**src/rtl/slink_mon_if.sv**
```systemverilog
// rtl/slink_mon_if.sv - receiver-side and status signals of the serial link monitor
interface slink_mon_if #(
  parameter int CH_NUM = 6
) ();
  logic                     mon_en;
  logic [CH_NUM-1:0]        ch_en;
  logic [CH_NUM-1:0]        rx_eop;
  logic [CH_NUM-1:0]        rx_crc_err;
  logic                     cnt_clr;
  logic [CH_NUM-1:0]        rx_eop_o;
  logic [CH_NUM-1:0]        slink_err;
  logic [16*CH_NUM-1:0]     err_cnt;

  modport master (
    output mon_en, ch_en, rx_eop, rx_crc_err, cnt_clr,
    input  rx_eop_o, slink_err, err_cnt
  );

  modport slave (
    input  mon_en, ch_en, rx_eop, rx_crc_err, cnt_clr,
    output rx_eop_o, slink_err, err_cnt
  );
endinterface

```
**src/rtl/slink_mon.sv**
```systemverilog
// rtl/slink_mon.sv - per-channel link health FSM with silence timeout and error counters
module slink_mon #(
  parameter int CH_NUM  = 6,
  parameter int TMO_BIT = 20,
  parameter int TMO_CYC = 1000000,
  parameter int ERR_THR = 3,
  parameter int OK_THR  = 4
) (
  input logic       clk_sys,
  input logic       rst_sys_n,
  slink_mon_if.slave lnk
);

  typedef enum logic [1:0] {IDLE, WAIT, UP} state_t;

  localparam logic [TMO_BIT-1:0] TMO_LAST = TMO_BIT'(TMO_CYC - 1);
  localparam logic [3:0]         OK_N     = 4'(OK_THR);
  localparam logic [3:0]         ERR_N    = 4'(ERR_THR);

  state_t               state_q [CH_NUM];
  state_t               state_d [CH_NUM];
  logic [TMO_BIT-1:0]   tmo_q   [CH_NUM];
  logic [TMO_BIT-1:0]   tmo_d   [CH_NUM];
  logic [3:0]           good_q  [CH_NUM];
  logic [3:0]           good_d  [CH_NUM];
  logic [3:0]           bad_q   [CH_NUM];
  logic [3:0]           bad_d   [CH_NUM];
  logic [15:0]          err_q   [CH_NUM];
  logic [15:0]          err_d   [CH_NUM];
  logic [CH_NUM-1:0]    eop_o_q, eop_o_d;
  logic [CH_NUM-1:0]    lvl_q, lvl_d;
  logic [CH_NUM-1:0]    active, good, bad, tmo_evt;

  assign active = {CH_NUM{lnk.mon_en}} & lnk.ch_en;
  assign good   = lnk.rx_eop & ~lnk.rx_crc_err;
  assign bad    = lnk.rx_eop & lnk.rx_crc_err;

  always_comb begin
    for (int i = 0; i < CH_NUM; i++) begin
      state_d[i] = state_q[i];
      tmo_d[i]   = tmo_q[i];
      good_d[i]  = good_q[i];
      bad_d[i]   = bad_q[i];
      err_d[i]   = err_q[i];
      eop_o_d[i] = 1'b0;
      tmo_evt[i] = 1'b0;

      if (!active[i]) begin
        state_d[i] = IDLE;
        tmo_d[i]   = '0;
        good_d[i]  = '0;
        bad_d[i]   = '0;
      end else if (state_q[i] == IDLE) begin
        state_d[i] = WAIT;
      end else begin
        eop_o_d[i] = good[i];
        // A frame end in the last timer cycle wins over the timeout.
        tmo_evt[i] = !lnk.rx_eop[i] && (tmo_q[i] == TMO_LAST);
        tmo_d[i]   = (lnk.rx_eop[i] || tmo_evt[i]) ? '0 : tmo_q[i] + TMO_BIT'(1);
        if ((bad[i] || tmo_evt[i]) && (err_q[i] != 16'hFFFF))
          err_d[i] = err_q[i] + 16'd1;

        if (state_q[i] == WAIT) begin
          if (good[i]) begin
            if (good_q[i] + 4'd1 == OK_N) begin
              state_d[i] = UP;
              good_d[i]  = '0;
              bad_d[i]   = '0;
            end else begin
              good_d[i] = good_q[i] + 4'd1;
            end
          end else if (bad[i] || tmo_evt[i]) begin
            good_d[i] = '0;
          end
        end else if (state_q[i] == UP) begin
          if (good[i]) begin
            bad_d[i] = '0;
          end else if ((bad[i] && (bad_q[i] + 4'd1 == ERR_N)) || tmo_evt[i]) begin
            state_d[i] = WAIT;
            good_d[i]  = '0;
            bad_d[i]   = '0;
          end else if (bad[i]) begin
            bad_d[i] = bad_q[i] + 4'd1;
          end
        end
      end

      if (lnk.cnt_clr)
        err_d[i] = '0;
      lvl_d[i] = (state_d[i] == WAIT);
    end
  end

  always_ff @(posedge clk_sys or negedge rst_sys_n) begin
    if (!rst_sys_n) begin
      for (int i = 0; i < CH_NUM; i++) begin
        state_q[i] <= IDLE;
        tmo_q[i]   <= '0;
        good_q[i]  <= '0;
        bad_q[i]   <= '0;
        err_q[i]   <= '0;
      end
      eop_o_q <= '0;
      lvl_q   <= '0;
    end else begin
      for (int i = 0; i < CH_NUM; i++) begin
        state_q[i] <= state_d[i];
        tmo_q[i]   <= tmo_d[i];
        good_q[i]  <= good_d[i];
        bad_q[i]   <= bad_d[i];
        err_q[i]   <= err_d[i];
      end
      eop_o_q <= eop_o_d;
      lvl_q   <= lvl_d;
    end
  end

  assign lnk.rx_eop_o  = eop_o_q;
  assign lnk.slink_err = lvl_q;

  for (genvar g = 0; g < CH_NUM; g++) begin : g_cnt
    assign lnk.err_cnt[16*g +: 16] = err_q[g];
  end

endmodule

```
**src/flat_wrapper.sv**
```systemverilog
// flat-port wrapper written by rule: the top's interface ports become plain ports
module slink_mon_flat 
#(
  parameter int CH_NUM  = 6,
  parameter int TMO_BIT = 20,
  parameter int TMO_CYC = 1000000,
  parameter int ERR_THR = 3,
  parameter int OK_THR  = 4
)
  (clk_sys, rst_sys_n, lnk_mon_en, lnk_ch_en, lnk_rx_eop, lnk_rx_crc_err, lnk_cnt_clr, lnk_rx_eop_o, lnk_slink_err, lnk_err_cnt);
  slink_mon_if #(.CH_NUM(CH_NUM)) lnk_i ();
  input logic clk_sys;
  input logic rst_sys_n;
  input wire logic [$bits(lnk_i.mon_en)-1:0] lnk_mon_en;
  input wire logic [$bits(lnk_i.ch_en)-1:0] lnk_ch_en;
  input wire logic [$bits(lnk_i.rx_eop)-1:0] lnk_rx_eop;
  input wire logic [$bits(lnk_i.rx_crc_err)-1:0] lnk_rx_crc_err;
  input wire logic [$bits(lnk_i.cnt_clr)-1:0] lnk_cnt_clr;
  output wire logic [$bits(lnk_i.rx_eop_o)-1:0] lnk_rx_eop_o;
  output wire logic [$bits(lnk_i.slink_err)-1:0] lnk_slink_err;
  output wire logic [$bits(lnk_i.err_cnt)-1:0] lnk_err_cnt;
  assign lnk_i.mon_en = lnk_mon_en;
  assign lnk_i.ch_en = lnk_ch_en;
  assign lnk_i.rx_eop = lnk_rx_eop;
  assign lnk_i.rx_crc_err = lnk_rx_crc_err;
  assign lnk_i.cnt_clr = lnk_cnt_clr;
  assign lnk_rx_eop_o = lnk_i.rx_eop_o;
  assign lnk_slink_err = lnk_i.slink_err;
  assign lnk_err_cnt = lnk_i.err_cnt;
  slink_mon #(.CH_NUM(CH_NUM), .TMO_BIT(TMO_BIT), .TMO_CYC(TMO_CYC), .ERR_THR(ERR_THR), .OK_THR(OK_THR)) u_core (.clk_sys(clk_sys), .rst_sys_n(rst_sys_n), .lnk(lnk_i));
endmodule
```
**config.mk**
```make
export PLATFORM = sky130hd
export DESIGN_NAME = slink_mon_flat
export DESIGN_NICKNAME = d
export VERILOG_FILES = /design/src/rtl/slink_mon_if.sv /design/src/rtl/slink_mon.sv /design/src/flat_wrapper.sv
export SDC_FILE = /design/constraint.sdc
export NUM_CORES = 1
export LEC_CHECK = 0
export ABC_AREA = 1
export BUFFER_PORTS_ARGS = -buffer_cell sky130_fd_sc_hd__buf_2
export CORE_UTILIZATION = 55
export CTS_CLUSTER_DIAMETER = 150
export CTS_CLUSTER_SIZE = 12
export DETAILED_ROUTE_END_ITERATION = 8
export MAX_ROUTING_LAYER = met4
export PLACE_DENSITY = 0.77
export SYNTH_ARGS = -nofsm -noshare
export SYNTH_HDL_FRONTEND = slang
export SYNTH_SLANG_ARGS = --single-unit
```
**constraint.sdc**
```tcl
create_clock -name clk_sys -period 3 [get_ports clk_sys]
set_clock_uncertainty 0.15 [all_clocks]
set_input_delay 0.3 -clock clk_sys [delete_from_list [all_inputs] [get_ports clk_sys]]
set_output_delay 0.3 -clock clk_sys [all_outputs]
set_load 0.01 [all_outputs]
```
Word-level counts from Yosys, hierarchy flattened. Index checks and enable logic that the tools add are counted.

Flip-flop bits (word level): 288. Bits of input ports: 22. Bits in latches: 0. Output and inout port bits: 108. Memories: 0. Logic and storage cells: 444. Memory bits (writable): 0. Memory bits (read-only): 0.

Shifts and indexed selects: 0. Div/mod/pow operators: 0. Equality and inequality tests: 96. Magnitude comparators: 0. Bitwise operators: 4. Add/sub/neg operators: 24. $mul: 0. Muxes and demuxes: 210. Reductions and logical operators: 78.

Operator list (number): $mux 4 (108); $mux 16 (24); $mux 20 (18); $add 20x1->20 const B (6); $eq 20x20->1 const B (6); $add 16x1->16 const B (6); $mux 2 (48); $ne 16x16->1 const B (6); $ne 3x3->1 const B (30); $reduce_and 5->1 (12); $add 4x1->4 const B (12); $ne 4x4->1 const B (12); $eq 2x1->1 const B (12); $eq 4x2->1 const B (6); $eq 4x3->1 const B (6); $ne 2x2->1 const B (12); $reduce_bool 2->1 (12); $and 6x6->6 (3); $logic_and 1x1->1 (18); $logic_or 1x1->1 (18); $reduce_and 3->1 (6); $eq 2x2->1 const B (6); $logic_not 2->1 (6); $mux 1 (12); 2 further kinds (7).

Longest topological paths before layout. Gate-level depths: netlist of run 1.

Depth in word-level cells: 11. Gate-level depth with buffers: 12. Gate-level depth less buffers: 12.

Worst setup path after synthesis of run 1. No wires, ideal clock.

Kind: register to register. Start: reg u_core.err_q, in the netlist u_core.lnk.err_cnt[32]. End: reg u_core.err_q, in the netlist u_core.lnk.err_cnt[32]. Setup time: 117 ps. Stages on the path, launching flop included: 12. Required time: 2733 ps. Arrival: 1623 ps. Path buffers: 1. Path slack: 1110 ps. Cell sequence: dfrtp_1 > ha_1 > inv_1 > nor2_2 > nand2_1 > nor3_1 > nor2_1 > nand2_2 > nand2_1 > buf_4 > nand2_1 > nand2_1.

Cells in the longest elaborated chain, start to end: 5.

RTL lines: start, declared (RTL line slink_mon.sv:28) `logic [15:0] err_q [CH_NUM];`; start signal, assigned by index (RTL line slink_mon.sv:111) `err_q[i] <= err_d[i];`; $add 16x1->16 (RTL line slink_mon.sv:61) `err_d[i] = err_q[i] + 16'd1;`; $mux 16 (RTL line slink_mon.sv:60) `if ((bad[i] || tmo_evt[i]) && (err_q[i] != 16'hFFFF))`; $mux 16 (RTL line slink_mon.sv:53) `end else if (state_q[i] == IDLE) begin`; $mux 16 (RTL line slink_mon.sv:48) `if (!active[i]) begin`; $mux 16 (RTL line slink_mon.sv:88) `if (lnk.cnt_clr)`.

Several ways; a longest one is shown, not always the timed one. The select of a mux whose other input is x is not followed. A chain may end at the register's enable or synchronous reset.

Worst setup path after layout of run 1.
Start: reg u_core.tmo_q[40] (netlist name). End: reg u_core.tmo_q[43] (netlist name).

Cells in the longest elaborated chain, start to end: 6.

RTL lines: start, declared (RTL line slink_mon.sv:22) `logic [TMO_BIT-1:0] tmo_q [CH_NUM];`; start signal, assigned by index (RTL line slink_mon.sv:108) `tmo_q[i] <= tmo_d[i];`; parallel branches: the longest is 3 deep, another holds $add 20x1->20; $mux 20 (*) (RTL line slink_mon.sv:59) `tmo_d[i] = (lnk.rx_eop[i] || tmo_evt[i]) ? '0 : tmo_q[i] + TMO_BIT'(1);`; $mux 20 (*) (RTL line slink_mon.sv:53); $mux 20 (*) (RTL line slink_mon.sv:48).

Mark *: on every way between the ends. The select of a mux whose other input is x is not followed.

==> results of run 1 <==
[power by group]
| part | internal (uW) | switching [uW] | leakage [uW] |
|---|---|---|---|
| Combinational | 147 | 415 | 0.00549 |
| Clock | 1570 | 1420 | 0.000333 |
| Sequential | 3920 | 52.7 | 0.00400 |
[per-layer routing]
metal  part of all wire  vias up  wire length, um
met5                  0        -                0
met4              0.029        0             1325
met3              0.049       92             2225
met2               0.47      426            21340
met1               0.45     8122            20640
li1                   -     8695                -
[critical path, stage by stage (launching register included)]
cell and delay [ps]:
dfrtp_1 450, ha_1 260, nand3_1 170, nor2_1 110, nand3_1 110, nand2_1 110, nor2_1 720, inv_1 330
o21ai_0 230
[flip-flops by register name, summed over array words and instances, names as in the netlist]
signal / flops
u_core.lnk.rx_eop_o: 6
u_core.state_q: 12
u_core.tmo_q: 120
u_core.good_q: 24
u_core.lnk.err_cnt: 96
u_core.lnk.slink_err: 6
u_core.bad_q: 24
[layout make-up]
type	instances	area [sq um]
Timing Repair Buffer	156	930.9
Fill cell	2951	12370
Clock buffer	27	675.6
Tap cell	442	553.0
Sequential cell	288	7207
Multi-Input combinational cell	1989	9714
Inverter	310	1164
[cell usage after synthesis (2+ instances only)]
| cell | instances |
|---|---|
| nand2_1 | 728 |
| nor2_1 | 393 |
| inv_1 | 304 |
| nand3_1 | 293 |
| dfrtp_1 | 288 |
| o21ai_0 | 129 |
| xor2_1 | 109 |
| nor3_1 | 71 |
| nand4_1 | 57 |
| ha_1 | 54 |
| a21oi_1 | 30 |
| nand3b_1 | 24 |
| o22ai_1 | 24 |
| xnor2_1 | 17 |
| clkbuf_1 | 16 |
| buf_2 | 12 |
| nor2_2 | 11 |
| nand2_2 | 10 |
| buf_4 | 7 |
| a21boi_0 | 6 |
| inv_2 | 6 |
| o21ai_1 | 6 |
| buf_6 | 4 |
| or2_2 | 4 |
| and2_1 | 3 |
| buf_1 | 3 |
| nor2_4 | 3 |
| o21bai_1 | 3 |
| and3_1 | 2 |
| nor3b_1 | 2 |
| o211ai_1 | 2 |
| o21ai_2 | 2 |
[logic make-up after synthesis]
logic type                 after synthesis
DFF                                    288
buffers and inverters                  352
xor gates and xnor gates               126
AOI/OAI and AO/OA                      205
adders and majority gates               54
and+or+nand+nor                       1604
[worst max-delay path by stage]
stage	start	end	cells after the start
final	u_core.tmo_q[40]$_DFFE_PN0P_	u_core.tmo_q[43]$_DFFE_PN0P_	8
after global routing	u_core.tmo_q[40]$_DFFE_PN0P_	u_core.tmo_q[43]$_DFFE_PN0P_	8
after CTS	u_core.tmo_q[40]$_DFFE_PN0P_	u_core.tmo_q[43]$_DFFE_PN0P_	8
after detailed placement	u_core.tmo_q[40]$_DFFE_PN0P_	u_core.tmo_q[43]$_DFFE_PN0P_	8
after global placement	u_core.tmo_q[40]$_DFFE_PN0P_	u_core.tmo_q[40]$_DFFE_PN0P_	8
after floorplan	u_core.lnk.err_cnt[32]$_DFFE_PN0P_	u_core.lnk.err_cnt[32]$_DFFE_PN0P_	11
[stage by stage]
step,worst slack (ps),util,hold WS [ps]
final,286.9,0.6206,57.44
after detailed placement,346.1,0.5972,240.1
after global routing,124.1,0.6206,47.39
after CTS,324.4,0.6206,15.89
after global placement,358.5,0.5972,231.2
after floorplan,1110,-,-145.6
[cell usage in the layout (no fill, tap or decap), drive strengths merged, types with 9 or more instances in the layout]
cell and n:
xnor2 17, nor3 72, xor2 109, nand3 294, clkbuf 27, dfrtp 288, dlygate4sd3 9, nand3b 24
nor2 407, o22ai 24, o21ai 137, buf 147, a21oi 31, nand4 57, nand2 738, inv 310
ha 54
==> flow_summary_export.csv, run 1 <==
group,metric,value,unit
drt,detail_route.first_pass.iterations,7,
timing,hold_violations,0,
cells_and_area,antenna_cells,0,
power,p_leak,0.009825,uW
drt,wirelength,45520,um
die,coreArea,32620,sq um
worst_setup_path,crit_fanout,14,
die,die_width,184.5,um
place,dpl.hpwl,32950,um
cells_and_area,stdcell_area,20240,sq um
worst_setup_path,worst_ep_required_time,3310,ps
logic_synthesis,yosys.area.top_type,"dfrtp_1",
drt,drtAntennaViolNets,0,
worst_setup_path,end_kind,"flop",
drt,drcViolationCount,0,
global_route,grtUsageMet1,0.3639,
logic_synthesis,synth_nets,2705,
timing,fmax,368.6,MHz
power,finalPower,7537,uW
cells_and_area,fin_cells,3212,
logic_synthesis,yosysWarnings,0,
worst_setup_path,r2r_end,"u_core.tmo_q[43]$_DFFE_PN0P_",
clocking,clk_latency,550,ps
place,placed_area,19480,sq um
drt,avgRoutedWirePerCell,14.17,um
logic_synthesis,synth-simple-area-share,0.3732,
timing,drv_slew,0,
timing,setup_violations,0,
die,initial_core_util,0.5614,
power,peakVddDrop,0.4066,mV
worst_setup_path,r2r_cells,8,
global_route,grt_max_degree,93,
drt,drt_iter0_markers,1253,
die,die_area,34030,sq um
logic_synthesis,seq_area_frac_synth,0.3935,
die,ios,130,
clocking,ctsResizeCount,0,
clocking,holdBufCountCts,9,
logic_synthesis,ys_top_cells_by_area,"dfrtp_1, nand2_1, nor2_1",
drt,viasPerCell,5.397,
logic_synthesis,ys_types,38,
min_path,whs_path_depth,5,
logic_synthesis,synthCells,2629,
timing,relSlewSlack,0.3843,
min_path,min_from,"lnk_rx_crc_err[3]",
timing,rsz0062_at_grt,"false",
logic_synthesis,synth_top_family_by_area,"simple AND/OR/NAND/NOR gates",
flow_run,cap_violations,0,
min_path,hold_end,"u_core.good_q[10]$_DFFE_PN0P_",
cells_and_area,synthToLayoutAreaGrowth,10.54,%
logic_synthesis,syn_area,18310,sq um
power,p_per_area,372.3,nW/um^2
logic_synthesis,synth_top_area_frac,0.3935,
status,status,"finished clean",
global_route,grt_pass1_vias,16500,
timing,finalSetupTns,0,ps
global_route,grt_use_met2,0.4646,
cells_and_area,fin_nets,2848,
timing,fin_crit,2713,ps
clocking,post_cts_buffers,0,
global_route,grt-busiest-layer,"met2",
global_route,grt-ovfl-total,0,
timing,fin_crit_sh,0.9044,
min_path,hold_class,"in2reg",
place,place.port_buffers,129,
global_route,grt_pass1_wl,77490,um
clocking,cts_buffers,27,
drt,vias,17340,
worst_setup_path,worstSetupStartpointType,"flop",
global_route,grt_antenna_before_repair,0,
logic_synthesis,ys_seq_elements,288,
clocking,cts_tree,"yes",
worst_setup_path,rr_startpoint,"u_core.tmo_q[40]$_DFFE_PN0P_",
timing,worst_pin_slew,920.1,ps
clocking,ctsHtreeMaxLevel,1,
logic_synthesis,synth-xor-area-share,0.06026,
die,fp.dieH,184.5,um
logic_synthesis,avgSynthCellArea,6.966,sq um
logic_synthesis,async_flop_share,1.000,
place,dp.cells,3176,
logic_synthesis,synth_flop_cell,"dfrtp_1",
clocking,cts_buffer_depth,3,
worst_setup_path,worstSetupPathType,"reg2reg",
logic_synthesis,muxShareOfSynthArea,0,
clocking,root_buffer,"clkbuf_16",
worst_setup_path,cp.arrival,3020,ps
cells_and_area,drive_above_1_share,0.07726,
logic_synthesis,synth_compound_area_frac,0.06005,
worst_setup_path,reg2reg_setup_slack,290,ps
global_route,met3_usage,0.03359,
clocking,cts.sinks,288,
logic_synthesis,synth_fa_ha_area_frac,0.03689,
logic_synthesis,synth_edf_count,0,
place,routabilityCongestion,0.9444,
clocking,clk_pin_slew_worst_paths,60,ps
global_route,grt_usage,0.2825,
die,rows,66,
No activity file was read; power rests on OpenSTA's default activity.
==> run 2: changes to the inputs <==
--- a/config.mk
+++ b/config.mk
@@ -7,12 +7,11 @@
 export LEC_CHECK = 0
 export ABC_AREA = 1
 export BUFFER_PORTS_ARGS = -buffer_cell sky130_fd_sc_hd__buf_2
-export CORE_UTILIZATION = 55
+export CORE_UTILIZATION = 30
 export CTS_CLUSTER_DIAMETER = 150
 export CTS_CLUSTER_SIZE = 12
 export DETAILED_ROUTE_END_ITERATION = 8
 export MAX_ROUTING_LAYER = met4
-export PLACE_DENSITY = 0.77
 export SYNTH_ARGS = -nofsm -noshare
 export SYNTH_HDL_FRONTEND = slang
 export SYNTH_SLANG_ARGS = --single-unit
==> run 2 against run 1 <==
Total power increased by 0.82%. Clock-buffer cell count unchanged. Core utilization decreased by 28 points. First-iteration DRC count decreased by 27%. Sequential power about the same. Hold slack got worse by 28 ps. Maximum frequency increased by 9.9%. Design area increased by 2.0%. Largest cell class unchanged.
==> flow_summary_export.csv, run 2 (same netlist as run 1, synthesis figures left out) <==
group,metric,value,unit
cells_and_area,layout_common_cells,"nand2_1, nor2_1, inv_1",
clocking,cts_tree,"yes",
die,initial_core_util,0.3034,
die,rows,90,
drt,dr_wl_met3,2664,um
cells_and_area,seqCellArea,7207,sq um
global_route,grt-ovfl-total,0,
cells_and_area,stdcell_area,20650,sq um
min_path,hold_class,"in2async",
global_route,grt_max_degree,98,
timing,fin_crit_sh,0.8228,
power,peakVddDrop,0.3706,mV
drt,wirelength,46680,um
place,routabilityCongestion,0.8893,
clocking,ctsHtreeMaxLevel,1,
place,dpl.hpwl,34140,um
clocking,clk_pin_slew_worst_paths,60,ps
worst_setup_path,worst_ep_required_time,3300,ps
timing,drv_slew,0,
cells_and_area,multi_input_area,9714,sq um
worst_setup_path,end_kind,"flop",
worst_setup_path,crit_fanout,27,
timing,timing.hold.ws,29.11,ps
timing,setup_violations,0,
drt,drtAntennaViolNets,0,
place,placed_area,19880,sq um
global_route,grt_pass1_wl,79070,um
drt,detail_route.first_pass.iterations,5,
drt,drcViolationCount,0,
cells_and_area,n_fill_cell,6499,
global_route,grt_pass1_vias,15640,
cells_and_area,largest-register,"u_core.tmo_q",
timing,finalSetupTns,0,ps
flow_run,cap_violations,0,
timing,hold_violations,0,
drt,top_layer,"met4",
cells_and_area,fin_cells,3552,
cells_and_area,layout_commonest_cell,"nand2_1",
drt,vias,16730,
worst_setup_path,worstSetupPathType,"reg2reg",
clocking,cts_buffers,27,
die,ios,130,
drt,met2WireLength,20460,um
timing,relSlewSlack,0.4214,
drt,avgRoutedWirePerCell,13.14,um
die,fp.dieH,249.1,um
timing,fmax,405.1,MHz
clocking,cts_buffer_depth,3,
drt,wl_met1,22860,um
status,status,"finished clean",
cells_and_area,drive_above_1_share,0.07692,
clocking,post_cts_buffers,0,
die,coreArea,60360,sq um
cells_and_area,largest_reg_flops,120,
cells_and_area,synthToLayoutAreaGrowth,12.78,%
clocking,root_buffer,"clkbuf_16",
global_route,grt_usage,0.1551,
worst_setup_path,worstSetupStartpointType,"flop",
die,die_width,249.1,um
cells_and_area,fin_nets,2846,
worst_setup_path,reg2reg_setup_slack,530,ps
worst_setup_path,cp.arrival,2770,ps
drt,drt_iter0_markers,911,
power,p_leak,0.009817,uW
clocking,clk_latency,570,ps
place,place.port_buffers,129,
timing,fin_crit,2468,ps
drt,viasPerCell,4.709,
clocking,cts.sinks,288,
power,p_per_area,367.9,nW/um^2
timing,worst_pin_slew,867.9,ps
timing,rsz0062_at_grt,"false",
place,dp.cells,3514,
die,die_area,62040,sq um
global_route,grt_antenna_before_repair,3,
run 2: cell types whose count changed in the layout (fill, tap and decap cells not counted):
cell,delta
buf_12,-1
buf_4,-1
diode_2,+1
inv_6,+1
run 2: routing by layer:
metal / GRT usage / up-vias
li1: - / 8667
met1: 0.2128 / 7670
met2: 0.2396 / 339
met3: 0.03041 / 50
met4: 0.02522 / 0
met5: - / -
run 2: path summary, 6_finish.rpt:
path                       depth (start not counted)                    startpoint                            endpoint
max                                               10  u_core.tmo_q[20]$_DFFE_PN0P_  u_core.lnk.err_cnt[65]$_DFFE_PN0P_
min                                                2                     rst_sys_n        u_core.bad_q[16]$_DFFE_PN0P_
max reg2reg                                       10  u_core.tmo_q[20]$_DFFE_PN0P_  u_core.lnk.err_cnt[65]$_DFFE_PN0P_
min reg2reg                                        2  u_core.bad_q[11]$_DFFE_PN0P_        u_core.bad_q[11]$_DFFE_PN0P_
max in group asynchronous                          3                     rst_sys_n    u_core.lnk.rx_eop_o[0]$_DFF_PN0_
min in group clk_sys                               3                  lnk_ch_en[1]    u_core.lnk.rx_eop_o[1]$_DFF_PN0_
run 2: per-stage QoR:
step	power (uW)	utilization	setup slack [ps]
CTS	7751	0.3421	494.8
detailed placement	4611	0.3293	481.2
global route	7950	0.3422	259.1
global placement	4610	0.3293	538.2
floorplan	4358	-	1110
finish	7598	0.3422	531.6
run 2: final cells by class:
type / instances / share of cell area
Sequential cell: 288 / 0.3489
Inverter: 310 / 0.05634
Antenna cell: 1 / 0.0001212
Clock inverter: 1 / 0.0004241
Multi-Input combinational cell: 1989 / 0.4703
Tap cell: 782 / 0.04737
Timing Repair Buffer: 154 / 0.04374
Clock buffer: 27 / 0.03271
run 2: timing repair:
action                                 4_1_cts  5_1_grt
gates resized for setup                      0        0
hold buffers                                 9        0
endpoints found under the hold margin      294        0
run 2: critical path: stages (launching register included):
cell and delay (ps):
dfrtp_1 430, ha_1 230, nand3_1 130, nor2_1 190, nand3_1 140, nand2_2 120
nand3_1 170, nand2_2 410, inv_1 230, nand2_1 110, nand2_1 60
run 2: power breakdown:
group,internal (uW),switching [uW],total [uW]
Combinational,143,421,565
Clock,1580,1480,3060
Sequential,3920,49.2,3970
==> run 3: changes to the inputs <==
==> constraint.sdc (replaced) <==
create_clock -name clk_sys -period 2.05 [get_ports clk_sys]
set_clock_uncertainty 0.15 [all_clocks]
set_input_delay 0.205 -clock clk_sys [delete_from_list [all_inputs] [get_ports clk_sys]]
set_output_delay 0.205 -clock clk_sys [all_outputs]
set_load 0.01 [all_outputs]
==> run 3 against run 2 <==
Final cell count grew 5.0%. Critical endpoint is now u_core.tmo_q[78]$_DFFE_PN0P_. Largest power group unchanged. Via count grew 4.3%. Combinational power grew 82%. Sequential cell count is the same. Register-to-register slack lost 410 ps. Maximum frequency grew 28%. First-iteration DRC count grew 7.5%.
==> flow_summary_export.csv, run 3 (same netlist as run 1, synthesis figures left out) <==
group,metric,value,unit
drt,drtAntennaViolNets,0,
min_path,hold_class,"in2reg",
cells_and_area,layout_commonest_cell,"nand2_1",
die,rows,90,
power,p_per_area,504.2,nW/um^2
clocking,root_buffer,"clkbuf_16",
die,initial_core_util,0.3034,
clocking,clk_pin_slew_worst_paths,60,ps
drt,drcViolationCount,0,
timing,fmax,518.2,MHz
die,die_width,249.1,um
global_route,grt_antenna_before_repair,2,
worst_setup_path,path_common_cell,"nand3_2",
cells_and_area,n_fill_cell,6358,
drt,viasPerCell,4.677,
place,place.port_buffers,129,
die,ios,130,
worst_setup_path,worst_ep_required_time,2380,ps
power,peakVddDrop,0.5388,mV
global_route,grt-ovfl-total,0,
timing,fin_crit,1930,ps
timing,hold_violations,0,
drt,drt_iter0_markers,979,
worst_setup_path,crit_family,"simple AND/OR/NAND/NOR gates",
timing,setup_ws,120.4,ps
timing,relSlewSlack,0.6172,
global_route,grt_pass1_vias,16510,
clocking,cts_tree,"yes",
drt,avgRoutedWirePerCell,13.11,um
timing,setup_violations,0,
drt,vias,17440,
clocking,cts_buffers,27,
timing,worst_pin_slew,568.2,ps
worst_setup_path,slowest_delay,380,ps
worst_setup_path,worstPathCellList,"ha_1, nand3_2, nor2_2, nand3_2, nand2_4, nor2_4, clkinvlp_4, buf_4, o22ai_1",
power,p_leak,0.01079,uW
status,status,"finished clean",
clocking,cts_buffer_depth,3,
worst_setup_path,end_kind,"flop",
global_route,grt_usage,0.1610,
worst_setup_path,worstSetupStartpointType,"flop",
die,die_area,62040,sq um
worst_setup_path,timing.critical_path.buf_inv,2,
die,fp.dieH,249.1,um
clocking,cts.sinks,288,
worst_setup_path,crit_fanout,7,
place,routabilityCongestion,0.9056,
worst_setup_path,critPathSlowestCell,"dfrtp_1",
cells_and_area,drive_above_1_share,0.1416,
clocking,ctsHtreeMaxLevel,1,
drt,detail_route.first_pass.iterations,7,
cells_and_area,fin_nets,3023,
worst_setup_path,cp.arrival,2260,ps
global_route,grt_max_degree,62,
flow_run,cap_violations,0,
cells_and_area,layout_common_cells,"nand2_1, nor2_1, inv_1",
timing,drv_slew,0,
cells_and_area,largest-register,"u_core.tmo_q",
die,coreArea,60360,sq um
timing,fin_crit_sh,0.9413,
worst_setup_path,worstSetupPathType,"reg2reg",
place,dpl.hpwl,36360,um
drt,wirelength,48880,um
cells_and_area,synthToLayoutAreaGrowth,21.97,%
timing,rsz0062_at_grt,"true",
global_route,grt_pass1_wl,82130,um
clocking,clk_latency,560,ps
cells_and_area,largest_reg_flops,120,
place,place_ws,-119.8,ps
timing,timing.hold.ws,32.09,ps
-- run 3: cell types whose count changed in the layout (fill, tap and decap cells not counted), sizes merged --
cell and change:
clkinvlp +1, dlygate4sd3 +11, diode +1, buf +166, inv -2
-- run 3: path summary, 6_finish.rpt --
| check | from | endpoint | slack, ps | cells after the start |
|---|---|---|---|---|
| hold / removal | lnk_cnt_clr | u_core.lnk.err_cnt[70]$_DFFE_PN0P_ | 30 | 5 |
| min in group asynchronous | rst_sys_n | u_core.tmo_q[25]$_DFFE_PN0P_ | 130 | 3 |
| hold reg to reg | u_core.bad_q[23]$_DFFE_PN0P_ | u_core.bad_q[23]$_DFFE_PN0P_ | 350 | 2 |
| max in group asynchronous | rst_sys_n | u_core.lnk.rx_eop_o[2]$_DFF_PN0_ | 1170 | 3 |
| setup / recovery | u_core.tmo_q[60]$_DFFE_PN0P_ | u_core.tmo_q[78]$_DFFE_PN0P_ | 120 | 9 |
| setup reg to reg | u_core.tmo_q[60]$_DFFE_PN0P_ | u_core.tmo_q[78]$_DFFE_PN0P_ | 120 | 9 |
-- run 3: repair_timing --
item                                    4_1_cts  5_1_grt
gates resized for setup                       8       49
pin swaps                                     0       13
hold endpoints to repair                    315        0
endpoints found under the setup margin       23      179
setup buffers                                 0        9
hold buffers                                 21        0
-- run 3: power breakdown --
group / total [uW] / switching [uW] / internal (uW)
sequential: 5790 / 45.2 / 5740
combinational: 1030 / 691 / 336
clock: 4450 / 2150 / 2300
-- run 3: layout make-up --
type / count / area [sq um] / share of cell area
diodes: 2 / 5.005 / 0.0002241
repair buffers: 331 / 2389 / 0.1069
flip-flops and latches: 288 / 7208 / 0.3227
multi-input cells: 1989 / 9915 / 0.4438
clock buffers: 27 / 675.6 / 0.03025
well taps: 782 / 978.4 / 0.04380
inverters: 310 / 1167 / 0.05226
-- run 3: metrics by stage --
stage                     instance area [sq um]  std cells  power (uW)  utilization  TNS (ps)
after floorplan                           18310       2629        6377            -         0
after global placement                    21150       3670        6866       0.3504    -677.2
after detailed placement                  21150       3670        6867       0.3504     -1470
after CTS                                 22070       3718       11450       0.3657         0
after global routing                      22340       3729       11750       0.3701    -167.9
final                                     22340       3729       11260       0.3701         0
-- run 3: worst min-delay path, stage by stage --
cell and delay [ps]:
buf_2 120, inv_2 100, and2_1 180, nand2_1 60
nand2_1 40
-- run 3: routing by layer --
layer,GRT usage,up-vias,share of wire
li1,-,9027,-
met1,0.2225,8041,0.49
met2,0.2463,319,0.44
met3,0.03124,52,0.055
met4,0.02769,0,0.014
met5,-,-,0
